## config.mk

```make
export PLATFORM = sky130hd
export DESIGN_NAME = sme_job_arbiter
export DESIGN_NICKNAME = d
export VERILOG_FILES = /design/src/rtl/sme_job_arbiter.sv
export SDC_FILE = /design/constraint.sdc
export NUM_CORES = 1
export LEC_CHECK = 0
export ABC_AREA = 1
export BUFFER_PORTS_ARGS = -buffer_cell sky130_fd_sc_hd__buf_4
export CORE_UTILIZATION = 50
export CTS_CLUSTER_DIAMETER = 120
export DETAILED_ROUTE_END_ITERATION = 12
export GPL_ROUTABILITY_DRIVEN = 1
export GPL_TIMING_DRIVEN = 0
export PLACE_DENSITY = 0.82
export SLEW_MARGIN = 15
export SYNTH_ARGS = -nofsm -noshare
export SYNTH_HDL_FRONTEND = slang
export SYNTH_SLANG_ARGS = --single-unit
```

## constraint.sdc

```tcl
create_clock -name clk -period 1.8 [get_ports clk]
set_input_delay 0.18 -clock clk [delete_from_list [all_inputs] [get_ports clk]]
set_output_delay 0.18 -clock clk [all_outputs]
set_load 0.02 [all_outputs]
```

## src/rtl/sme_job_arbiter.sv

```systemverilog
// rtl/sme_job_arbiter.sv - round-robin scheduler sharing one string-match engine between NREQ requesters
module sme_job_arbiter #(
  parameter int NREQ    = 2,
  parameter int TIMEOUT = 255
) (
  input  logic                clk,
  input  logic                reset,
  input  logic [NREQ-1:0]     req,
  input  logic [6*NREQ-1:0]   req_str_len,
  input  logic [4*NREQ-1:0]   req_pat_len,
  output logic [5:0]          buf_addr,
  input  logic [8*NREQ-1:0]   buf_data,
  output logic [NREQ-1:0]     gnt,
  output logic [NREQ-1:0]     done,
  output logic                res_match,
  output logic [4:0]          res_index,
  output logic                res_err,
  output logic [7:0]          eng_chardata,
  output logic                eng_isstring,
  output logic                eng_ispattern,
  input  logic                eng_valid,
  input  logic                eng_match,
  input  logic [4:0]          eng_match_index
);

  localparam int IW = (NREQ > 2) ? 2 : 1;

  // The completion cycle is spent in IDLE with done high, so a new grant can follow one cycle later.
  typedef enum logic [2:0] {
    S_IDLE,
    S_STR,
    S_PAT,
    S_WAIT,
    S_ERR
  } state_t;

  state_t          state_q, state_d;
  logic [IW-1:0]   gidx_q;
  logic [IW-1:0]   rr_ptr_q;
  logic [IW-1:0]   rr_next;
  logic [5:0]      k_q;
  logic [7:0]      wcnt_q;
  logic [5:0]      slen_q;
  logic [3:0]      plen_q;

  logic            win_found;
  logic [IW-1:0]   win_idx;
  logic [IW-1:0]   cand;
  logic [5:0]      win_str_len;
  logic [3:0]      win_pat_len;
  logic            win_legal;
  logic            str_last;
  logic            pat_last;
  logic            wait_timeout;
  logic            finish;
  logic [7:0]      sel_data;

  always_comb begin
    win_found = 1'b0;
    win_idx   = '0;
    cand      = '0;
    for (int i = 0; i < NREQ; i++) begin
      cand = IW'((int'(rr_ptr_q) + i) % NREQ);
      if (!win_found && req[cand]) begin
        win_found = 1'b1;
        win_idx   = cand;
      end
    end
  end

  assign win_str_len  = req_str_len[6*int'(win_idx) +: 6];
  assign win_pat_len  = req_pat_len[4*int'(win_idx) +: 4];
  assign win_legal    = (win_str_len != 6'd0) && (win_str_len <= 6'd32) &&
                        (win_pat_len != 4'd0) && (win_pat_len <= 4'd8);
  assign str_last     = (k_q == slen_q - 6'd1);
  assign pat_last     = (k_q == {2'b00, plen_q} - 6'd1);
  assign wait_timeout = (wcnt_q == 8'(TIMEOUT));
  assign finish       = (state_q == S_ERR) || ((state_q == S_WAIT) && (eng_valid || wait_timeout));
  assign rr_next      = (gidx_q == IW'(NREQ - 1)) ? '0 : gidx_q + 1'b1;
  assign sel_data     = buf_data[8*int'(gidx_q) +: 8];

  always_ff @(posedge clk or posedge reset) begin
    if (reset) state_q <= S_IDLE;
    else       state_q <= state_d;
  end

  always_comb begin
    state_d = state_q;
    case (state_q)
      S_IDLE: if (win_found) state_d = win_legal ? S_STR : S_ERR;
      S_STR:  if (str_last) state_d = S_PAT;
      S_PAT:  if (pat_last) state_d = S_WAIT;
      S_WAIT: if (eng_valid || wait_timeout) state_d = S_IDLE;
      S_ERR:  state_d = S_IDLE;
      default: state_d = S_IDLE;
    endcase
  end

  always_ff @(posedge clk or posedge reset) begin
    if (reset) begin
      gnt       <= '0;
      done      <= '0;
      res_match <= 1'b0;
      res_index <= '0;
      res_err   <= 1'b0;
      gidx_q    <= '0;
      rr_ptr_q  <= '0;
      k_q       <= '0;
      wcnt_q    <= '0;
      slen_q    <= '0;
      plen_q    <= '0;
    end else begin
      done <= '0;
      case (state_q)
        S_IDLE: begin
          if (win_found) begin
            gnt    <= NREQ'(1) << win_idx;
            gidx_q <= win_idx;
            slen_q <= win_str_len;
            plen_q <= win_pat_len;
            k_q    <= '0;
          end
        end
        S_STR: k_q <= str_last ? 6'd0 : k_q + 6'd1;
        S_PAT: begin
          k_q    <= k_q + 6'd1;
          wcnt_q <= '0;
        end
        S_WAIT: wcnt_q <= wcnt_q + 8'd1;
        default: ;
      endcase
      // Results are only rewritten on completion, so they stay stable between done pulses.
      if (finish) begin
        gnt       <= '0;
        done      <= NREQ'(1) << gidx_q;
        rr_ptr_q  <= rr_next;
        res_err   <= (state_q == S_ERR) || !eng_valid;
        res_match <= (state_q == S_WAIT) && eng_valid && eng_match;
        res_index <= ((state_q == S_WAIT) && eng_valid) ? eng_match_index : 5'd0;
      end
    end
  end

  always_comb begin
    buf_addr      = '0;
    eng_chardata  = '0;
    eng_isstring  = 1'b0;
    eng_ispattern = 1'b0;
    case (state_q)
      S_STR: begin
        buf_addr     = k_q;
        eng_isstring = 1'b1;
        eng_chardata = sel_data;
      end
      S_PAT: begin
        buf_addr      = 6'd32 + k_q;
        eng_ispattern = 1'b1;
        eng_chardata  = sel_data;
      end
      default: ;
    endcase
  end

endmodule

```

==> results.py, run 1 <==
metrics = {
    "critical_path": {
        "cp.arrival_ns": 1.95,
        "cp_top_family": "simple AND/OR/NAND/NOR gates",
        "cp_num_buf_inv": 2,
        "end_kind": "flop",
        "critPathLaunchType": "flop",
        "cp-startpoint": "slen_q[1]",
        "required_ns": 1.99,
        "crit_chain": "inv_2, ha_4, inv_2, nand2_1, nand2_1, nor2_1, nand3_1, nor2_2, nand2_1, nand2_2, nand2_4, o21ai_2, nor2_1",
        "crit_path_max_incr_delay_ns": 0.40,
        "critical_path_class": "reg -> reg",
        "slowest_stage": "dfrtp_1",
        "path_max_fanout": 5,
        "r2r_start": "slen_q[1]",
        "cp_common_cell": "nand2_1",
    },
    "power_and_ir_drop": {
        "power.density_nw_per_um2": 1570,
        "leakagePower_nw": 2.05,
        "ir_drop_mv": 0.932,
    },
    "logic_synthesis": {
        "synth_flop_cell": "dfrtp_1",
        "yosys_warnings": 0,
        "synth_simple_gate_area_share_pct": 39.4,
        "muxShareOfSynthArea_pct": 0,
        "synth_cell_type_count": 30,
        "synth_top_cell_by_area": "dfrtp_1",
        "ys_seq_elements": 40,
        "synth.area.top_cells": "dfrtp_1 37%, nand2_1 22%, inv_1 9.7%",
        "postSynthCellCount": 410,
        "syn_area_um2": 2670,
        "synthAdderAreaFrac_pct": 1.87,
        "synth.avg_cell_area_um2": 6.51,
        "synth_fp_nets": 461,
        "synth-xor-area-share_pct": 1.97,
        "yosysTopAreaCellShare_pct": 37.5,
        "synth_top_family_by_area": "simple AND/OR/NAND/NOR gates",
        "synth-edff-count": 0,
        "yosysSeqAreaShare_pct": 37.5,
        "synth-compound-area-share_pct": 7.12,
        "async_flop_share_pct": 100,
    },
    "route": {
        "routedWlPerCell_um": 11.5,
        "vias": 2797,
        "wirelength_um": 6480,
        "drt_pass1_iterations": 4,
        "drc_errors": 0,
        "drtIter0Drc": 272,
        "viasPerCell": 4.96,
        "ant_nets": 0,
    },
    "sta": {
        "slew_headroom_pct": 78.2,
        "setup_violations": 0,
        "post-route-period-util_pct": 97.9,
        "rsz0062_at_grt": "true",
        "fin_skew_ns": 0.00282,
        "final_max_slew_viol_count": 0,
        "hold_viol_final": 0,
        "worst_pin_slew_ns": 0.325,
        "timing.final.crit_period_ns": 1.76,
        "finalSetupTns_ns": 0,
        "fmax_ghz": 0.567,
    },
    "cells_and_area": {
        "diodes": 0,
        "fin_area_um2": 3550,
        "areaGrowthSynthToFinish_pct": 32.9,
        "drive_gt1_share_pct": 25.9,
        "fin_nets": 544,
    },
    "floorplan": {
        "start_util_pct": 51.9,
        "die_h_um": 75.1,
        "core_area_um2": 5140,
        "ios": 74,
        "die_width_um": 75.1,
        "rows": 26,
        "dieArea_um2": 5640,
    },
    "cts": {
        "path_clk_slew_ns": 0.08,
        "cts_buffers": 5,
        "cts_sinks": 40,
        "clockRootBuffer": "clkbuf_8",
        "cts_tree": "built",
        "h-tree-depth": 2,
        "cts_buffer_depth": 2,
        "clock_latency_ns": 0.29,
    },
    "job": {
        "drv_cap": 0,
    },
    "global_routing": {
        "grtUsageTotal_pct": 24.2,
        "grt_pass1_wl_um": 10600,
        "grt_pass1_vias": 2538,
        "grt_overflow": 0,
        "antenna_found_initial": 0,
        "grt_max_degree": 31,
    },
    "placement": {
        "dpl_cell_area_um2": 3310,
        "dpl.hpwl_um": 4860,
        "portBuffers": 71,
        "gp_congestion": 0.837,
    },
    "outcome": {
        "status": "complete, no violations",
    },
    "min_path": {
        "hp-start": "eng_match_index[0]",
        "hp-class": "in -> reg",
    },
}
placed cells by master (no fill, tap or decap), types with 2 or more instances in the layout:
cell	instances
nand2_1	150
buf_4	78
inv_1	62
dfrtp_1	39
nand3_1	34
nor2_1	27
o21ai_0	22
inv_2	10
clkbuf_8	7
nand2_4	6
nand3_2	5
a21oi_1	5
nor3_1	4
xor2_1	4
nor2_2	4
nand3b_1	4
o21ai_1	3
buf_2	3
nor2_4	2
xnor2_1	2
nand2_2	2
nor3_2	2
nand4_1	2
o22ai_1	2
ha_2	2
sequential cells by signal, summed over array words and instances, names as in the netlist, 2 cells and up:
name,cells
done,2
slen_q,6
state_q,3
plen_q,4
wcnt_q,8
gnt,2
k_q,6
res_index,5
area by class of cell:
cell class	count	area (um2)
Buffer	6	41.3
Clock inverter	1	30.0
Sequential cell	40	1000
Inverter	73	277
Tap cell	70	87.6
Fill cell	441	1590
Clock buffer	7	96.3
Multi-Input combinational cell	289	1420
Timing Repair Buffer	78	601
worst paths after layout:
path | slack, ns | cells after the start | endpoint
max | 0.04 | 13 | k_q[3]
min | 0.12 | 3 | res_index[0]
max reg2reg | 0.04 | 13 | k_q[3]
min reg2reg | 0.48 | 2 | res_index[4]
max in group asynchronous | 0.95 | 4 | state_q[0]
min in group asynchronous | 0.40 | 3 | res_index[3]
tightest hold or removal path: stages:
cell and delay [ns]:
buf_4 0.07, nand3_1 0.06, nand2_1 0.06
cell families after synthesis:
family	Yosys count
adders and majority gates	4
and+or+nand+nor	243
AOI/OAI and AO/OA	36
DFF	40
buffers and inverters	81
xor gates and xnor gates	6
per-layer routing:
| metal | up-vias | share of wire, % | wire length [um] | track usage [%] |
|---|---|---|---|---|
| li1 | 1421 | - | - | - |
| met2 | 90 | 49 | 3200 | 41.1 |
| met4 | 0 | 1.2 | 77 | 5.66 |
| met3 | 7 | 6.3 | 409 | 6.16 |
| met5 | - | 0 | 0 | 0 |
| met1 | 1279 | 43 | 2790 | 31.0 |
synthesized netlist by cell type (2+ instances only):
cell / instances
nand3_1: 37
clkbuf_1: 2
a21oi_1: 5
nand2_4: 4
o22ai_1: 2
nand2_1: 153
buf_2: 3
dfrtp_1: 40
o21ai_1: 3
nor3_1: 4
nor2_2: 3
inv_1: 69
nand3b_1: 4
nand4_1: 2
xnor2_1: 2
nor2_1: 30
nor3_2: 2
nand3_2: 2
xor2_1: 4
inv_2: 3
ha_1: 4
buf_4: 2
o21ai_0: 23
metrics by stage:
step / worst slack (ns) / util [%] / power (W) / hold slack (ns) / instances
global placement: -0.0598 / 64.0 / 0.00436 / 0.412 / 551
floorplan: 0.180 / - / 0.00355 / 0.325 / 410
finish: 0.0376 / 69.1 / 0.00556 / 0.115 / 564
detailed placement: -0.0777 / 64.4 / 0.00447 / 0.134 / 552
global route: -0.0905 / 69.1 / 0.00604 / 0.110 / 564
CTS: -0.00149 / 67.2 / 0.00532 / 0.111 / 561
report_power, final:
part	leakage (nW)	switching [W]	internal (W)	total, W
registers	0.516	0.000308	0.00122	0.00152
clock network	0.0645	0.000311	0.000489	0.000800
logic	1.47	0.00201	0.00123	0.00324
timing repair:
action,in CTS,in global routing
resized for setup,1,24
endpoints found under the setup margin,13,27
hold buffers,1,0
setup buffers,1,4
pin swaps,0,7
hold endpoints to repair,10,0
(Power assumes the default switching activity.)
==> run 2: changes to the inputs <==
Settings changed: CELL_PAD_IN_SITES_DETAIL_PLACEMENT set to 0, CELL_PAD_IN_SITES_GLOBAL_PLACEMENT set to 1, CORE_UTILIZATION 50 to 36, PLACE_DENSITY 0.82 to 0.85.
Clock period 1.8 ns to 2 ns, I/O delays scaled along.
==> run 2 against run 1 <==
  * Cell count is 4.4% higher
  * Register-to-register slack better by 0.17 ns
  * Setup slack better by 0.17 ns
  * Fmax fell by 1.7%
  * Power fell by 11%
  * First-iteration DRC count fell by 74%
  * Cell area down 0.67%
  * Critical path type unchanged
  * Clock skew is 0.0043 ns higher
  * Global-route usage shrank 6.2 points
  * Largest cell class unchanged
  * Routed wire length fell by 3.0%
  * Clock power rose by 15%
  * Non-clock buffer count decreased by 4
==> results.py, run 2 (synthesis results as in run 1) <==
metrics = {
    "floorplan": {
        "core_area_um2": 7210,
        "die_width_um": 88.1,
        "start_util_pct": 37.0,
        "dieArea_um2": 7770,
        "die_h_um": 88.1,
        "ios": 74,
        "rows": 31,
    },
    "global_routing": {
        "grt_pass1_vias": 2550,
        "grt_max_degree": 23,
        "grt_pass1_wl_um": 10900,
        "antenna_found_initial": 0,
        "grtUsageTotal_pct": 18.0,
        "grt_overflow": 0,
    },
    "cts": {
        "cts_sinks": 40,
        "path_clk_slew_ns": 0.08,
        "cts_buffers": 5,
        "cts_tree": "built",
        "cts_setup_buffers": 0,
        "h-tree-depth": 2,
        "clock_latency_ns": 0.30,
        "cts_buffer_depth": 2,
        "clockRootBuffer": "clkbuf_8",
    },
    "route": {
        "drt_pass1_iterations": 4,
        "ant_nets": 0,
        "routedWlPerCell_um": 10.7,
        "drtIter0Drc": 70,
        "wirelength_um": 6280,
        "viasPerCell": 4.56,
        "vias": 2683,
        "drc_errors": 0,
    },
    "critical_path": {
        "critPathCapture": "k_q[3]",
        "r2r_start": "slen_q[0]",
        "end_kind": "flop",
        "worstRegToRegCells": 13,
        "rrSetupSlack_ns": 0.21,
        "critical_path_class": "reg -> reg",
        "critPathLaunchType": "flop",
        "path_max_fanout": 5,
        "cp-startpoint": "slen_q[0]",
        "cp.arrival_ns": 1.98,
        "required_ns": 2.19,
        "regToRegEndpoint": "k_q[3]",
    },
    "sta": {
        "timing.final.crit_period_ns": 1.79,
        "rsz0062_at_grt": "false",
        "slew_headroom_pct": 70.5,
        "fin_skew_ns": 0.00712,
        "setup_violations": 0,
        "hold_viol_final": 0,
        "post-route-period-util_pct": 89.7,
        "fmax_ghz": 0.558,
        "worst_pin_slew_ns": 0.442,
        "finalSetupTns_ns": 0,
        "final_max_slew_viol_count": 0,
    },
    "placement": {
        "dp.cells": 581,
        "portBuffers": 71,
        "gp_congestion": 0.787,
        "dpl.hpwl_um": 5050,
    },
    "power_and_ir_drop": {
        "internal_power_w": 0.00271,
        "power.density_nw_per_um2": 1400,
        "seqPwrFrac_pct": 27.5,
        "leakagePower_nw": 2.04,
        "p_switching_w": 0.00223,
        "comb_power_share_pct": 53.9,
        "clockPowerShare_pct": 18.6,
        "ir_drop_mv": 0.656,
        "p_sw_share_pct": 45.2,
    },
    "cells_and_area": {
        "layout_common_cells": "152 x nand2_1, 73 x buf_4, 67 x inv_1",
        "largest_register_ffs": 8,
        "fillerInstances": 773,
        "multi_input_comb_area_um2": 1350,
        "largestRegisters": "wcnt_q (8), k_q (6), slen_q (6)",
        "final-seq-area_um2": 1000,
        "areaGrowthSynthToFinish_pct": 32.1,
        "regMostFlops": "wcnt_q",
        "final_common_cell": "nand2_1",
        "drive_gt1_share_pct": 21.8,
        "final_cells": 589,
        "fin_nets": 540,
        "diodes": 0,
    },
    "min_path": {
        "hold_depth": 3,
        "hp-class": "in -> reg",
    },
    "outcome": {
        "status": "complete, no violations",
    },
    "job": {
        "drv_cap": 0,
    },
}
[run 2: cell types whose count changed in the layout (fill, tap and decap cells not counted), sizes merged]
| cell | previous run | this run |
|---|---|---|
| bufinv | 1 | 3 |
| clkbuf | 7 | 6 |
| buf | 83 | 78 |
[run 2: metrics by stage]
| step | total power [W] | setup slack [ns] | cell area, um2 | hold slack (ns) | utilization [%] |
|---|---|---|---|---|---|
| floorplan | 0.00319 | 0.380 | 2670 | 0.345 | - |
| global placement | 0.00400 | 0.0940 | 3330 | 0.436 | 46.1 |
| detailed placement | 0.00406 | 0.0938 | 3350 | 0.242 | 46.5 |
| CTS | 0.00499 | 0.0677 | 3520 | 0.118 | 48.8 |
| global route | 0.00541 | 0.0170 | 3530 | 0.126 | 48.9 |
| finish | 0.00494 | 0.206 | 3530 | 0.126 | 48.9 |
[run 2: what timing repair did]
action / CTS / global route
cloned: 0 / 0
hold buffers: 1 / 0
resized for setup: 0 / 4
setup endpoints to repair: 2 / 10
hold endpoints to repair: 18 / 0
[run 2: worst max-delay path, cell delays in order (launching register included)]
cell and delay (ns):
dfrtp_2 0.42, inv_2 0.08, ha_1 0.31, inv_1 0.04, nand2_1 0.05, nand2_1 0.04
nor2_1 0.07, nand3_1 0.07, nor2_1 0.15, nand2_1 0.07, nand2_1 0.09, nand2_2 0.10
o21ai_1 0.13, nor2_1 0.05
[run 2: layout make-up]
cell class	instances	share of cell area (%)
inverter	73	7.84
sequential	40	28.4
tap	99	3.51
clock buffer	5	1.95
clock inverter	3	2.56
timing repair buffer	73	16.2
buffer	7	1.28
multi-input combinational	289	38.3
[run 2: how the worst min path moves through the flow]
stage / from / to
after CTS: eng_match_index[0] / res_index[0]
final: eng_match_index[1] / res_index[1]
after global placement: eng_match / res_match
after floorplan: eng_match_index[0] / res_index[0]
after global routing: eng_match_index[3] / res_index[3]
after detailed placement: reset / done[1]
[run 2: per-layer routing]
layer	GRT usage, %	part of all wire, %	vias to the layer above
met3	3.58	5.1	7
met1	21.9	44	1205
li1	-	-	1413
met2	32.1	49	58
met4	5.28	1.4	0
met5	0	0	-
[run 2: power by group through the flow]
stage,logic [W],clock network [W],registers [W]
2_1_floorplan,0.00178,0,0.00141
3_3_place_gp,0.00263,0,0.00136
3_5_place_dp,0.00268,0,0.00137
4_1_cts,0.00269,0.000941,0.00136
5_1_grt,0.00304,0.000975,0.00140
6_report,0.00266,0.000921,0.00136
==> run 3: changes to the inputs <==
Settings changed: CORE_ASPECT_RATIO set to 0.75.
==> run 3 against run 2 <==
  * Setup slack improved by 0.0087 ns
  * Sequential share of layout area rose by 0.54 points
  * Sequential power about the same
  * Fmax grew 0.49%
  * Flip-flop and latch count did not move
  * First-iteration DRC count grew 20%
  * Combinational power about the same
  * Cell count rose by 0.17%
  * Count of clock-buffer cells in the layout stayed put
  * Critical path depth is the same
  * Clock skew decreased by 0.00090 ns
==> results.py, run 3 (synthesis results as in run 1) <==
metrics = {
    "outcome": {
        "status": "complete, no violations",
    },
    "cells_and_area": {
        "largest_register_ffs": 8,
        "final_common_cell": "nand2_1",
        "layout_common_cells": "152 x nand2_1, 75 x buf_4, 68 x inv_1",
        "fin_nets": 542,
        "areaGrowthSynthToFinish_pct": 29.6,
        "final_cells": 590,
        "diodes": 0,
        "fillerInstances": 740,
        "largestRegisters": "wcnt_q (8), k_q (6), slen_q (6)",
        "drive_gt1_share_pct": 22.0,
        "regMostFlops": "wcnt_q",
        "fin_area_um2": 3460,
    },
    "global_routing": {
        "grt_pass1_wl_um": 10900,
        "antenna_found_initial": 0,
        "grt_overflow": 0,
        "grtUsageTotal_pct": 17.4,
        "grt_max_degree": 36,
        "grt_pass1_vias": 2435,
    },
    "critical_path": {
        "rrSetupSlack_ns": 0.22,
        "regToRegEndpoint": "k_q[5]",
        "slowest_stage": "dfrtp_2",
        "critical_path_class": "reg -> reg",
        "r2r_start": "slen_q[0]",
        "cp.arrival_ns": 1.97,
        "worstRegToRegCells": 13,
        "path_max_fanout": 5,
        "required_ns": 2.18,
        "critPathLaunchType": "flop",
        "crit_path_max_incr_delay_ns": 0.40,
        "crit_chain": "inv_2, ha_1, inv_1, nand2_1, nand2_1, nor2_1, nand3_1, nor2_1, nand2_1, nand2_1, nand2_2, nor2_1, nor2_1",
        "end_kind": "flop",
    },
    "floorplan": {
        "start_util_pct": 38.2,
        "die_width_um": 101,
        "rows": 26,
        "dieArea_um2": 7770,
        "core_area_um2": 6990,
        "ios": 74,
        "die_h_um": 76.6,
    },
    "sta": {
        "finalSetupTns_ns": 0,
        "setup_violations": 0,
        "timing.final.crit_period_ns": 1.78,
        "post-route-period-util_pct": 89.2,
        "final_max_slew_viol_count": 0,
        "fin_skew_ns": 0.00623,
        "slew_headroom_pct": 79.6,
        "fmax_ghz": 0.560,
        "hold_viol_final": 0,
        "worst_pin_slew_ns": 0.302,
        "rsz0062_at_grt": "false",
    },
    "cts": {
        "clock_latency_ns": 0.30,
        "cts_tree": "built",
        "clockRootBuffer": "clkbuf_8",
        "path_clk_slew_ns": 0.08,
        "cts_sinks": 40,
        "h-tree-depth": 2,
        "cts_buffer_depth": 2,
        "cts_buffers": 5,
    },
    "placement": {
        "gp_congestion": 0.737,
        "dpl.hpwl_um": 5040,
        "dpl_cell_area_um2": 3350,
        "dp.cells": 580,
        "portBuffers": 71,
    },
    "route": {
        "viasPerCell": 4.44,
        "routedWlPerCell_um": 10.8,
        "drc_errors": 0,
        "ant_nets": 0,
        "drtIter0Drc": 84,
        "wirelength_um": 6350,
        "drt_pass1_iterations": 4,
        "vias": 2617,
    },
    "power_and_ir_drop": {
        "p_sw_share_pct": 49.0,
        "comb_power_share_pct": 58.5,
        "leakagePower_nw": 2.02,
        "ir_drop_mv": 0.630,
        "p_switching_w": 0.00225,
        "seqPwrFrac_pct": 29.8,
        "clockPowerShare_pct": 11.6,
        "power.density_nw_per_um2": 1330,
        "internal_power_w": 0.00235,
    },
    "min_path": {
        "hp-start": "eng_match_index[0]",
        "min_to": "res_index[0]",
        "hold_depth": 3,
        "hp-class": "in -> reg",
    },
    "job": {
        "drv_cap": 0,
    },
}
==> run 3: cell count changes in the layout (fill, tap and decap cells not counted), sizes merged <==
cell    previous run  this run
buf               78        80
bufinv             3         0
clkinv             0         3
==> run 3: area by class of cell <==
| class | instances | area, um2 | area share, % |
|---|---|---|---|
| plain buffers | 7 | 46.3 | 1.34 |
| clock buffers | 5 | 68.8 | 1.99 |
| clock inverters | 3 | 18.8 | 0.542 |
| inverters | 73 | 277 | 7.99 |
| multi-input cells | 289 | 1350 | 38.9 |
| flip-flops and latches | 40 | 1000 | 29.0 |
| well taps | 98 | 123 | 3.54 |
| repair buffers | 75 | 578 | 16.7 |
==> run 3: timing repair <==
| action | in CTS | in global routing |
|---|---|---|
| endpoints found under the setup margin | 0 | 13 |
| hold buffers | 1 | 0 |
| resized for setup | 0 | 4 |
| endpoints found under the hold margin | 5 | 0 |
| buffers inserted | 0 | 2 |
==> run 3: power groups by stage <==
stage	logic, W	clock network, W	registers (W)
2_1_floorplan	0.00178	0	0.00141
3_3_place_gp	0.00265	0	0.00135
3_5_place_dp	0.00269	0	0.00136
4_1_cts	0.00270	0.000544	0.00135
5_1_grt	0.00308	0.000576	0.00142
6_report	0.00269	0.000535	0.00137
==> run 3: worst max-delay path by stage <==
| stage | startpoint | to | slack [ns] | cells past startpoint |
|---|---|---|---|---|
| after detailed placement | slen_q[0] | k_q[4] | 0.1 | 13 |
| after global routing | slen_q[0] | k_q[5] | 0.02 | 13 |
| after floorplan | slen_q[0] | k_q[4] | 0.38 | 13 |
| after CTS | gidx_q | eng_chardata[4] | 0.009 | 8 |
| after global placement | slen_q[0] | k_q[5] | 0.1 | 13 |
| final | slen_q[0] | k_q[5] | 0.22 | 13 |
==> run 3: layer usage <==
layer | part of all wire, % | global-route usage (%) | vias up
met5 | 0 | 0 | -
met4 | 0.90 | 3.91 | 0
met3 | 6.1 | 3.67 | 7
met2 | 39 | 24.3 | 71
met1 | 54 | 26.8 | 1122
li1 | - | - | 1417
==> run 3: per-stage QoR <==
step / setup WS [ns] / power [W] / util [%] / hold slack (ns)
after floorplan: 0.380 / 0.00319 / - / 0.345
after global placement: 0.0953 / 0.00400 / 47.5 / 0.436
after detailed placement: 0.0974 / 0.00405 / 47.8 / 0.108
after CTS: 0.00926 / 0.00460 / 49.2 / 0.131
after global routing: 0.0220 / 0.00507 / 49.5 / 0.132
final: 0.215 / 0.00460 / 49.5 / 0.131
==> run 3: worst max-delay path: cells and delay by family, from the launching register on <==
kind	cells	cell delay, ns
AND/OR/NAND/NOR	10	0.86
flip-flops	1	0.40
adder cells (fa/ha/maj)	1	0.30
buffers and inverters	2	0.11
